## src/rtl/shift_seq_pkg.sv

```systemverilog
// shift_seq_pkg
// Shared definitions for the flop-chain sequencer:
//   state_t / IDLE / RUN / DONE : 2-bit controller state encoding
//   DEF_WIDTH / DEF_DEPTH       : default word width and chain depth
//   DEF_LAST_CNT                : last run count for the default sizes
//   cnt_width()                 : width of the run counter
//   last_cnt()                  : count value at which a run completes
package shift_seq_pkg;

  // The state type is a plain 2-bit vector.
  // The named constants keep legacy tools that dislike enums happy.
  typedef logic [1:0] state_t;

  localparam state_t IDLE = 2'd0;
  localparam state_t RUN  = 2'd1;
  localparam state_t DONE = 2'd2;

  localparam int DEF_WIDTH    = 8;
  localparam int DEF_DEPTH    = 2;
  localparam int DEF_LAST_CNT = DEF_WIDTH + DEF_DEPTH - 1;

  // The counter must reach WIDTH+DEPTH-1 and still be able to form cnt+1
  // for the serializer look-ahead without wrapping.
  function automatic int cnt_width(input int width, input int depth);
    return $clog2(width + depth + 1);
  endfunction

  // The run ends on the edge where the last deserialized bit arrives.
  function automatic int last_cnt(input int width, input int depth);
    return width + depth - 1;
  endfunction

endpackage

```

## src/rtl/shift_seq_cnt.sv

```systemverilog
// shift_seq_cnt
// Run counter for the sequencer.
//   clk   in  : rising-edge clock
//   rst_n in  : asynchronous active-low reset
//   clear in  : synchronous clear to zero (has priority over en)
//   en    in  : increment by one
//   cnt   out : current count
//   tc    out : high while cnt equals LAST
module shift_seq_cnt #(
  parameter int CW   = 4,
  parameter int LAST = 9
) (
  input  logic          clk,
  input  logic          rst_n,
  input  logic          clear,
  input  logic          en,
  output logic [CW-1:0] cnt,
  output logic          tc
);

  // Clear wins over enable.
  // A run accepted straight out of DONE restarts from zero.
  always_ff @(posedge clk or negedge rst_n) begin
    if (!rst_n) begin
      cnt <= '0;
    end else if (clear) begin
      cnt <= '0;
    end else if (en) begin
      cnt <= cnt + 1'b1;
    end
  end

  // Terminal count is decoded combinationally.
  // The controller can act on the same edge that samples the last bit.
  assign tc = (cnt == CW'(LAST));

endmodule

```

## src/rtl/shift_seq_ctrl.sv

```systemverilog
// shift_seq_ctrl
// Serializes a parallel word onto an external flop chain, LSB first.
// Collects the chain output back into a word after DEPTH cycles of latency.
// Flags any difference between the sent word and the returned word.
//   clk      in  : rising-edge clock
//   rst_n    in  : asynchronous active-low reset
//   start    in  : run request, honoured in IDLE and DONE only
//   din      in  : word to send, latched when start is accepted
//   d_out    out : registered serial bit to the chain d input
//   q_in     in  : serial bit from the chain's last stage
//   busy     out : high while a run is in progress
//   done     out : one-cycle pulse when the run completes
//   dout     out : returned word, valid from done until the next start
//   mismatch out : dout differs from the sent word, updated with done
module shift_seq_ctrl
  import shift_seq_pkg::*;
#(
  parameter int WIDTH = DEF_WIDTH,
  parameter int DEPTH = DEF_DEPTH
) (
  input  logic             clk,
  input  logic             rst_n,
  input  logic             start,
  input  logic [WIDTH-1:0] din,
  output logic             d_out,
  input  logic             q_in,
  output logic             busy,
  output logic             done,
  output logic [WIDTH-1:0] dout,
  output logic             mismatch
);

  localparam int CW   = cnt_width(WIDTH, DEPTH);
  localparam int LAST = last_cnt(WIDTH, DEPTH);
  localparam int IW   = $clog2(WIDTH);

  state_t           state;
  logic [WIDTH-1:0] word;
  logic [CW-1:0]    cnt;
  logic             tc;
  logic             accept;
  logic             run_en;
  logic [CW-1:0]    cnt_nxt;
  logic [IW-1:0]    cap_idx;
  logic             d_next;
  logic [WIDTH-1:0] dout_next;

  // A new run can begin from IDLE or straight out of DONE.
  // This gives back-to-back runs with no gap.
  assign accept = start && ((state == IDLE) || (state == DONE));
  assign run_en = (state == RUN);
  assign busy   = (state == RUN);

  shift_seq_cnt #(
    .CW   (CW),
    .LAST (LAST)
  ) u_cnt (
    .clk   (clk),
    .rst_n (rst_n),
    .clear (accept),
    .en    (run_en),
    .cnt   (cnt),
    .tc    (tc)
  );

  // The serializer looks one bit ahead, because d_out is registered.
  // After the word is exhausted, zeros are fed while the chain drains.
  // The deserializer lags the count by DEPTH.
  // The bit seen at count c belongs to position c-DEPTH.
  // dout_next already includes the bit landing this edge.
  // That lets mismatch be judged on the completed word.
  always_comb begin
    cnt_nxt   = cnt + 1'b1;
    cap_idx   = IW'(cnt - CW'(DEPTH));
    d_next    = 1'b0;
    dout_next = dout;
    if (cnt_nxt < CW'(WIDTH)) begin
      d_next = word[IW'(cnt_nxt)];
    end
    if (cnt >= CW'(DEPTH)) begin
      dout_next[cap_idx] = q_in;
    end
  end

  // Main controller.
  // IDLE and DONE behave identically towards start.
  // DONE differs only in lasting a single cycle and carrying the done pulse.
  // done defaults low each edge, so it is a one-cycle pulse.
  // dout and mismatch hold their values until the next run overwrites them.
  always_ff @(posedge clk or negedge rst_n) begin
    if (!rst_n) begin
      state    <= IDLE;
      word     <= '0;
      d_out    <= 1'b0;
      done     <= 1'b0;
      dout     <= '0;
      mismatch <= 1'b0;
    end else begin
      done <= 1'b0;
      case (state)
        IDLE, DONE: begin
          if (start) begin
            word  <= din;
            d_out <= din[0];
            state <= RUN;
          end else begin
            state <= IDLE;
          end
        end
        RUN: begin
          d_out <= d_next;
          dout  <= dout_next;
          if (tc) begin
            mismatch <= (dout_next != word);
            done     <= 1'b1;
            state    <= DONE;
          end
        end
        default: begin
          state <= IDLE;
        end
      endcase
    end
  end

endmodule

```

## config.mk

```make
export PLATFORM = sky130hd
export DESIGN_NAME = shift_seq_ctrl
export DESIGN_NICKNAME = d
export VERILOG_FILES = /design/src/rtl/shift_seq_pkg.sv /design/src/rtl/shift_seq_cnt.sv /design/src/rtl/shift_seq_ctrl.sv
export SDC_FILE = /design/constraint.sdc
export NUM_CORES = 1
export LEC_CHECK = 0
export BUFFER_PORTS_ARGS = -buffer_cell sky130_fd_sc_hd__buf_2
export CAP_MARGIN = 10
export CORE_MARGIN = 1
export CORE_UTILIZATION = 30
export CTS_BUF_LIST = sky130_fd_sc_hd__clkbuf_4 sky130_fd_sc_hd__clkbuf_8 sky130_fd_sc_hd__clkbuf_16
export CTS_CLUSTER_DIAMETER = 100
export DETAILED_ROUTE_END_ITERATION = 12
export SETUP_SLACK_MARGIN = 0.1
export SLEW_MARGIN = 20
export SYNTH_ARGS = -nofsm -noshare
export SYNTH_HDL_FRONTEND = slang
export SYNTH_SLANG_ARGS = --single-unit
```

## constraint.sdc

```tcl
create_clock -name clk -period 4.25 [get_ports clk]
set_clock_uncertainty 0.2 [all_clocks]
set_input_delay 0.85 -clock clk [delete_from_list [all_inputs] [get_ports clk]]
set_output_delay 0.85 -clock clk [all_outputs]
set_load 0.01 [all_outputs]
```

==> impl_results.md, run 1 <==
- Row count: 25
- Endpoints failing setup: 0
- Post-synth EDFFs: 0
- Maximum fanout along the worst path: 19
- Worst hold path class: flip-flop to flip-flop
- First-pass GRT wire length: 5575 um
- YS warnings: 0
- Net Sw Power: 548.2 uW
- P_leak: 0.0007225 uW
- HP Start: dout[1]
- Max cap viols: 0
- Headroom to the max-slew limit: 34.80%
- Post-CTS Setup Bufs: 0
- Num ports: 24
- WP data required: 4200 ps
- Outcome: completed
- Crit. End Element: flip-flop
- #FFs+latches synth: 25
- Combinational power share: 48.1%
- Setup ws final: 1667 ps
- WP buf/inv: 1
- Actual slew at the worst max-slew pin: 976.0 ps
- Critical path's largest stage delay: 790 ps
- CTS max path bufs: 2
- RSZ-0062 raised after global routing: no
- Pwr Density: 765.9 nW/um2
- CTS tree: built
- Gr usage total: 13.66%
- Sequential cell area fraction in the yosys report: 41.74%
- Worst skew pair latency: 280 ps
- Detail Route Antenna Nets: 0
- Worst setup SP type: flip-flop
- Core region area: 4755 um2
- Hold_buf cts: 0
- Vias in the first global route: 1132
- Crit-path slowest cell: dfrtp_1
- I/O Buffers: 23
- Final net count: 169
- Initial Util: 31.53%
- Flop pwr share: 40.1%
- Mean post-synth cell area: 11.10 um2
- Ant. Diodes: 0
- Worst r2r path cells: 7
- Drt initial violations: 46
- R2r startpoint: u_cnt.cnt[0]
- Syn_nets: 150
- Top_reg_cell synth: dfrtp_1
- End point of the worst hold path: dout[1]
- DP Worst Slack: 1643 ps
- Routed len/inst: 14.42 um
- Fin. max-slew vios: 0
- CP arrival: 2530 ps
- Hold depth: 1
- Period utilisation layout: 60.78%
- FF-to-FF End: mismatch
- Layout cells sized above 1: 30.07%
- Final Hold Vio Count: 0
- Synthesized instance count: 135
- Clk pin slew, worst setup/hold paths: 80 ps
- Netlist cell types: 38
- H-tree lvl count: 1
- Vias per inst: 4.886
- Number of remaining DRC errors: 0
- CTS Root Cell: clkbuf_8
- FMAX: 387.1 MHz
- Worst vdd ir: 0.0002663 V
- Cts bufs inserted: 3
- Clock power share: 11.8%
- RePlAce Congestion: 0.7985
- Multi-input gate area: 789.5 um2
- Clock Sinks: 25
- Die area: 5283 um2
- CP Cell Sequence: inv_1 > ha_1 > nor2_1 > o311a_1 > o21ai_0 > a2111oi_2 > a21oi_1
- Die height: 72.69 um
- Sw Share: 42.66%
- Setup TNS: 0 ps
- Post-cts resize count: 0
- Grt total ovfl: 0
- Most frequent cells in the layout: dfrtp_1, buf_2, nor2_1, mux2_2, mux2i_1
- Crit-path leading delay family: compound AO/OA/AOI/OAI gates
- Stages on the worst setup path: 7
- Total number of vias: 1075
- Sequential cell area: 625.6 um2
- First-pass detailed-route iteration total: 4
- Initial antenna violation count: 0
- Final Core Density: 35.29%
- Ys async rst share: 100.0%
- DP Wirelength: 2215 um
- R2R Setup Slk: 1670 ps
- Int Pwr: 736.9 uW
- Commonest non-fill, non-tap cell in the layout: dfrtp_1
- Crit Path Category: flip-flop to flip-flop
- Area growth from synthesis to layout: 11.94%
- Fillcell total: 510
- Tmin final: 2583 ps
- Largest net degree at the start of global routing: 26
- Synth Cell Area: 1499 um2
- Die Width: 72.69 um
- Final wirelength: 3172 um
==> final cells by class <==
cell class                      count  area share, %
Clock buffer                        4          2.908
Inverter                            4         0.8949
Multi-Input combinational cell     97          47.05
Sequential cell                    25          37.29
Tap cell                           67          4.996
Timing Repair Buffer               23          6.861
==> Yosys cell counts, types with 2 or more instances <==
library cell / n / area (um2)
a2111oi_2: 2 / 30.03
a21o_1: 2 / 15.01
a21oi_1: 3 / 15.01
and3_1: 2 / 12.51
buf_6: 4 / 45.04
clkbuf_1: 2 / 7.510
dfrtp_1: 25 / 625.6
ha_1: 3 / 37.54
inv_1: 3 / 11.26
mux2_1: 2 / 22.52
mux2_2: 13 / 146.4
mux2i_1: 10 / 100.1
mux4_2: 2 / 45.04
nand2_1: 4 / 15.01
nand2b_1: 4 / 25.02
nand3_1: 3 / 15.01
nand3b_1: 4 / 30.03
nor2_1: 13 / 48.80
nor2b_1: 3 / 18.77
nor3b_1: 2 / 15.01
o21ai_0: 5 / 25.02
o21ai_1: 2 / 10.01
or4_1: 2 / 15.01
xnor2_1: 5 / 43.79
xor2_1: 2 / 17.52
==> how the worst max path moves through the flow <==
stage | startpoint | to | slack [ps]
after CTS | u_cnt.cnt[0] | mismatch | 1670
after detailed placement | start | u_cnt.cnt[2] | 1640
after global placement | start | u_cnt.cnt[2] | 1680
after global routing | u_cnt.cnt[0] | mismatch | 1400
final | u_cnt.cnt[0] | mismatch | 1670
after floorplan | q_in | mismatch | 2120
==> per-layer routing <==
metal | track usage [%] | vias up | routed length, um
li1 | - | 517 | -
met3 | 2.210 | 5 | 109
met1 | 19.46 | 531 | 1584
met4 | 3.922 | 0 | 39
met5 | 0 | - | 0
met2 | 21.39 | 22 | 1438
==> logic make-up after synthesis <==
group | after synthesis | synth area share [%]
AOI/OAI and AO/OA | 18 | 8.764
adders and majority gates | 3 | 2.504
DFF | 25 | 41.74
and+or+nand+nor | 42 | 16.36
muxes | 27 | 20.95
xor gates and xnor gates | 7 | 4.090
buffers and inverters | 13 | 5.592
==> state kept, by name, summed over array words and instances, names as in the netlist <==
| register | count |
|---|---|
| dout | 8 |
| word | 8 |
| u_cnt.cnt | 4 |
| state | 2 |
| d_out | 1 |
| done | 1 |
| mismatch | 1 |
==> stage by stage <==
stage | power [uW] | std cells | cell area [um2] | hold WS, ps
after floorplan | 995.5 | 135 | 1499 | 298.4
after global placement | 1130 | 216 | 1629 | 315.2
after detailed placement | 1139 | 216 | 1629 | 319.0
after CTS | 1293 | 220 | 1678 | 339.7
after global routing | 1389 | 220 | 1678 | 367.3
final | 1285 | 220 | 1678 | 333.0
==> power groups by stage <==
stage	clock, uW	combinational, uW	sequential [uW]
3_5_place_dp	0	620	519
4_1_cts	156	624	513
5_1_grt	164	683	541
6_report	151	618	515
2_1_floorplan	0	538	457
3_3_place_gp	0	614	516
==> worst reg2reg max path, delay by kind of cell (launching register included) <==
kind | cells | cell delay (ps)
buffers and inverters | 1 | 130
DFF | 1 | 790
and+or+nand+nor | 1 | 310
AOI/OAI and AO/OA | 4 | 830
adders and majority gates | 1 | 210
Power figures use the tool's default switching activity.
==> inputs of run 2 (changes only) <==
--- a/config.mk
+++ b/config.mk
@@ -5,6 +5,7 @@
 export SDC_FILE = /design/constraint.sdc
 export NUM_CORES = 1
 export LEC_CHECK = 0
+export ABC_AREA = 1
 export BUFFER_PORTS_ARGS = -buffer_cell sky130_fd_sc_hd__buf_2
 export CAP_MARGIN = 10
 export CORE_MARGIN = 1
==> constraint.sdc (replaced) <==
create_clock -name clk -period 2.3 [get_ports clk]
set_clock_uncertainty 0.2 [all_clocks]
set_input_delay 0.46 -clock clk [delete_from_list [all_inputs] [get_ports clk]]
set_output_delay 0.46 -clock clk [all_outputs]
set_load 0.01 [all_outputs]
==> run 2 against run 1 <==
Wire length down 1.5%. Utilization shrank 0.17 points. Fmax rose by 36%. Combinational power grew 97%. Critical path type unchanged. Flip-flop and latch count unchanged. Largest cell class unchanged. Global-route usage fell by 0.19 points. Highest routed layer unchanged.
==> impl_results.md, run 2 <==
- Netlist cell types: 25
- CTS tree: built
- Total number of vias: 1255
- Pwr Density: 1406 nW/um2
- Most common cell in the netlist: nand2_1
- Initial Util: 31.12%
- Worst setup SP type: flip-flop
- Ranking of synthesized cells by area: dfrtp_1, nand2_1, o21ai_0, inv_1, nand3_1
- Synth Cell Area: 1460 um2
- Crit Path Category: flip-flop to flip-flop
- Post-Place Cell Area: 1589 um2
- Area growth from synthesis to layout: 12.85%
- I/O Buffers: 23
- Fillcell total: 528
- GR Util met3: 3.657%
- Row count: 25
- Final wirelength: 3126 um
- Commonest non-fill, non-tap cell in the layout: nand2_1
- Final Hold Vio Count: 0
- FMAX: 525.4 MHz
- GR peak layer: met1
- Die height: 71.77 um
- CTS max path bufs: 2
- Largest net degree at the start of global routing: 26
- Gr usage total: 13.47%
- Crit. End Element: flip-flop
- Syn_nets: 203
- Setup TNS: 0 ps
- Clk pin slew, worst setup/hold paths: 90 ps
- Post-CTS Setup Bufs: 0
- Max cap viols: 0
- Hold_buf cts: 1
- Sequential cell area fraction in the yosys report: 42.84%
- Maximum fanout along the worst path: 10
- Yosys top cell area share: 42.84%
- Actual slew at the worst max-slew pin: 567.7 ps
- Vias per inst: 4.754
- Worst vdd ir: 0.0004975 V
- Post-synth EDFFs: 0
- Endpoints failing setup: 0
- Met2 GRT Util: 19.81%
- RSZ-0062 raised after global routing: no
- Top_reg_cell synth: dfrtp_1
- RePlAce Congestion: 0.8196
- P_leak: 0.0008346 uW
- M1 GR Usage: 19.93%
- Final Core Density: 35.12%
- Core region area: 4692 um2
- Tot Pwr: 2317 uW
- Post-cts resize count: 0
- Ant. Diodes: 0
- Worst hold path class: input port to flip-flop
- Largest regs: dout x8, word x8, u_cnt.cnt x4
- Grt total ovfl: 0
- Tmin final: 1903 ps
- Outcome: completed
- First-pass GRT wire length: 5409 um
- Routed len/inst: 11.84 um
- Fin. max-slew vios: 0
- Mean post-synth cell area: 7.767 um2
- Layout cells sized above 1: 18.10%
- H-tree lvl count: 1
- Vias in the first global route: 1155
- Period utilisation layout: 82.75%
- Drt initial violations: 79
- #FFs+latches synth: 25
- First-pass detailed-route iteration total: 4
- CTS Root Cell: clkbuf_8
- Headroom to the max-slew limit: 62.16%
- WP data required: 2270 ps
- Detail Route Antenna Nets: 0
- Ys async rst share: 100.0%
- CP arrival: 1870 ps
- Synthesized instance count: 188
- Final Cell Area: 1648 um2
- DP Wirelength: 2311 um
- Cts bufs inserted: 3
- Dominant cell type by area after synthesis: dfrtp_1
- Number of remaining DRC errors: 0
- Final net count: 226
- Clock Sinks: 25
- Num ports: 24
- Die Width: 71.77 um
- Worst skew pair latency: 270 ps
- Post-synth top cells: nand2_1, dfrtp_1, inv_1
- YS warnings: 0
- Initial antenna violation count: 0
- Die area: 5150 um2
- Most frequent cells in the layout: nand2_1, dfrtp_1, inv_1, buf_2, o21ai_0
## run 2: cell types whose count changed in the layout (fill, tap and decap cells not counted), sizes merged, moves of 10 or more
cell / previous run / this run
o21ai: 7 / 22
inv: 4 / 25
mux2: 15 / 0
mux2i: 10 / 0
nand2: 4 / 54
nand3: 3 / 17
## run 2: layout make-up
type	count	area (um2)	area share, %
clock buffers	4	48.80	2.961
inverters	25	96.34	5.847
multi-input cells	130	669.4	40.62
flip-flops and latches	25	625.6	37.97
well taps	54	67.56	4.100
repair buffers	26	140.1	8.504
## run 2: kinds of logic after synthesis
family,synth area share (%)
buffers and inverters,11.31
XOR/XNOR,1.800
adder cells (fa/ha/maj),2.571
AO/OA/AOI/OAI,11.14
flip-flops,42.84
AND/OR/NAND/NOR,30.33
## run 2: critical path, cell delays in order, from the launching register on
cell and delay, ps:
dfrtp_1 560, inv_4 160, ha_1 180, nand3_2 160, nor2_8 160, nand2_1 60, nor2_1 100, nand2_1 80
nor2_2 90, a21oi_2 50
## run 2: path summary, 6_finish.rpt
check | start | endpoint | slack (ps) | cells past startpoint
worst max-delay path | u_cnt.cnt[1] | mismatch | 400 | 9
worst min-delay path | din[4] | word[4] | 190 | 3
worst min register to register | dout[7] | dout[7] | 310 | 2
min in group asynchronous | rst_n | state[1] | 510 | 2
max in group asynchronous | rst_n | word[6] | 1010 | 2
worst max register to register | u_cnt.cnt[1] | mismatch | 400 | 9
## run 2: per-layer routing
layer | wire (um) | share of wire, % | vias up
li1 | - | - | 650
met1 | 1572 | 50 | 570
met2 | 1376 | 44 | 33
met3 | 160 | 5.1 | 2
met4 | 17 | 0.54 | 0
met5 | 0 | 0 | -
## run 2: through the flow
stage / worst slack [ps] / std cells / hold slack (ps)
6_report: 396.8 / 264 / 192.0
5_1_grt: 231.4 / 264 / 187.1
4_1_cts: 399.6 / 264 / 184.9
3_5_place_dp: 421.2 / 259 / 296.0
3_3_place_gp: 439.2 / 259 / 288.5
2_1_floorplan: 605.4 / 188 / -35.59
## run 2: report_power, final
| part | leakage (uW) | switching, uW | internal, uW |
|---|---|---|---|
| Combinational | 0.000501 | 775 | 447 |
| Clock | 0.0000262 | 139 | 136 |
| Sequential | 0.000308 | 187 | 634 |
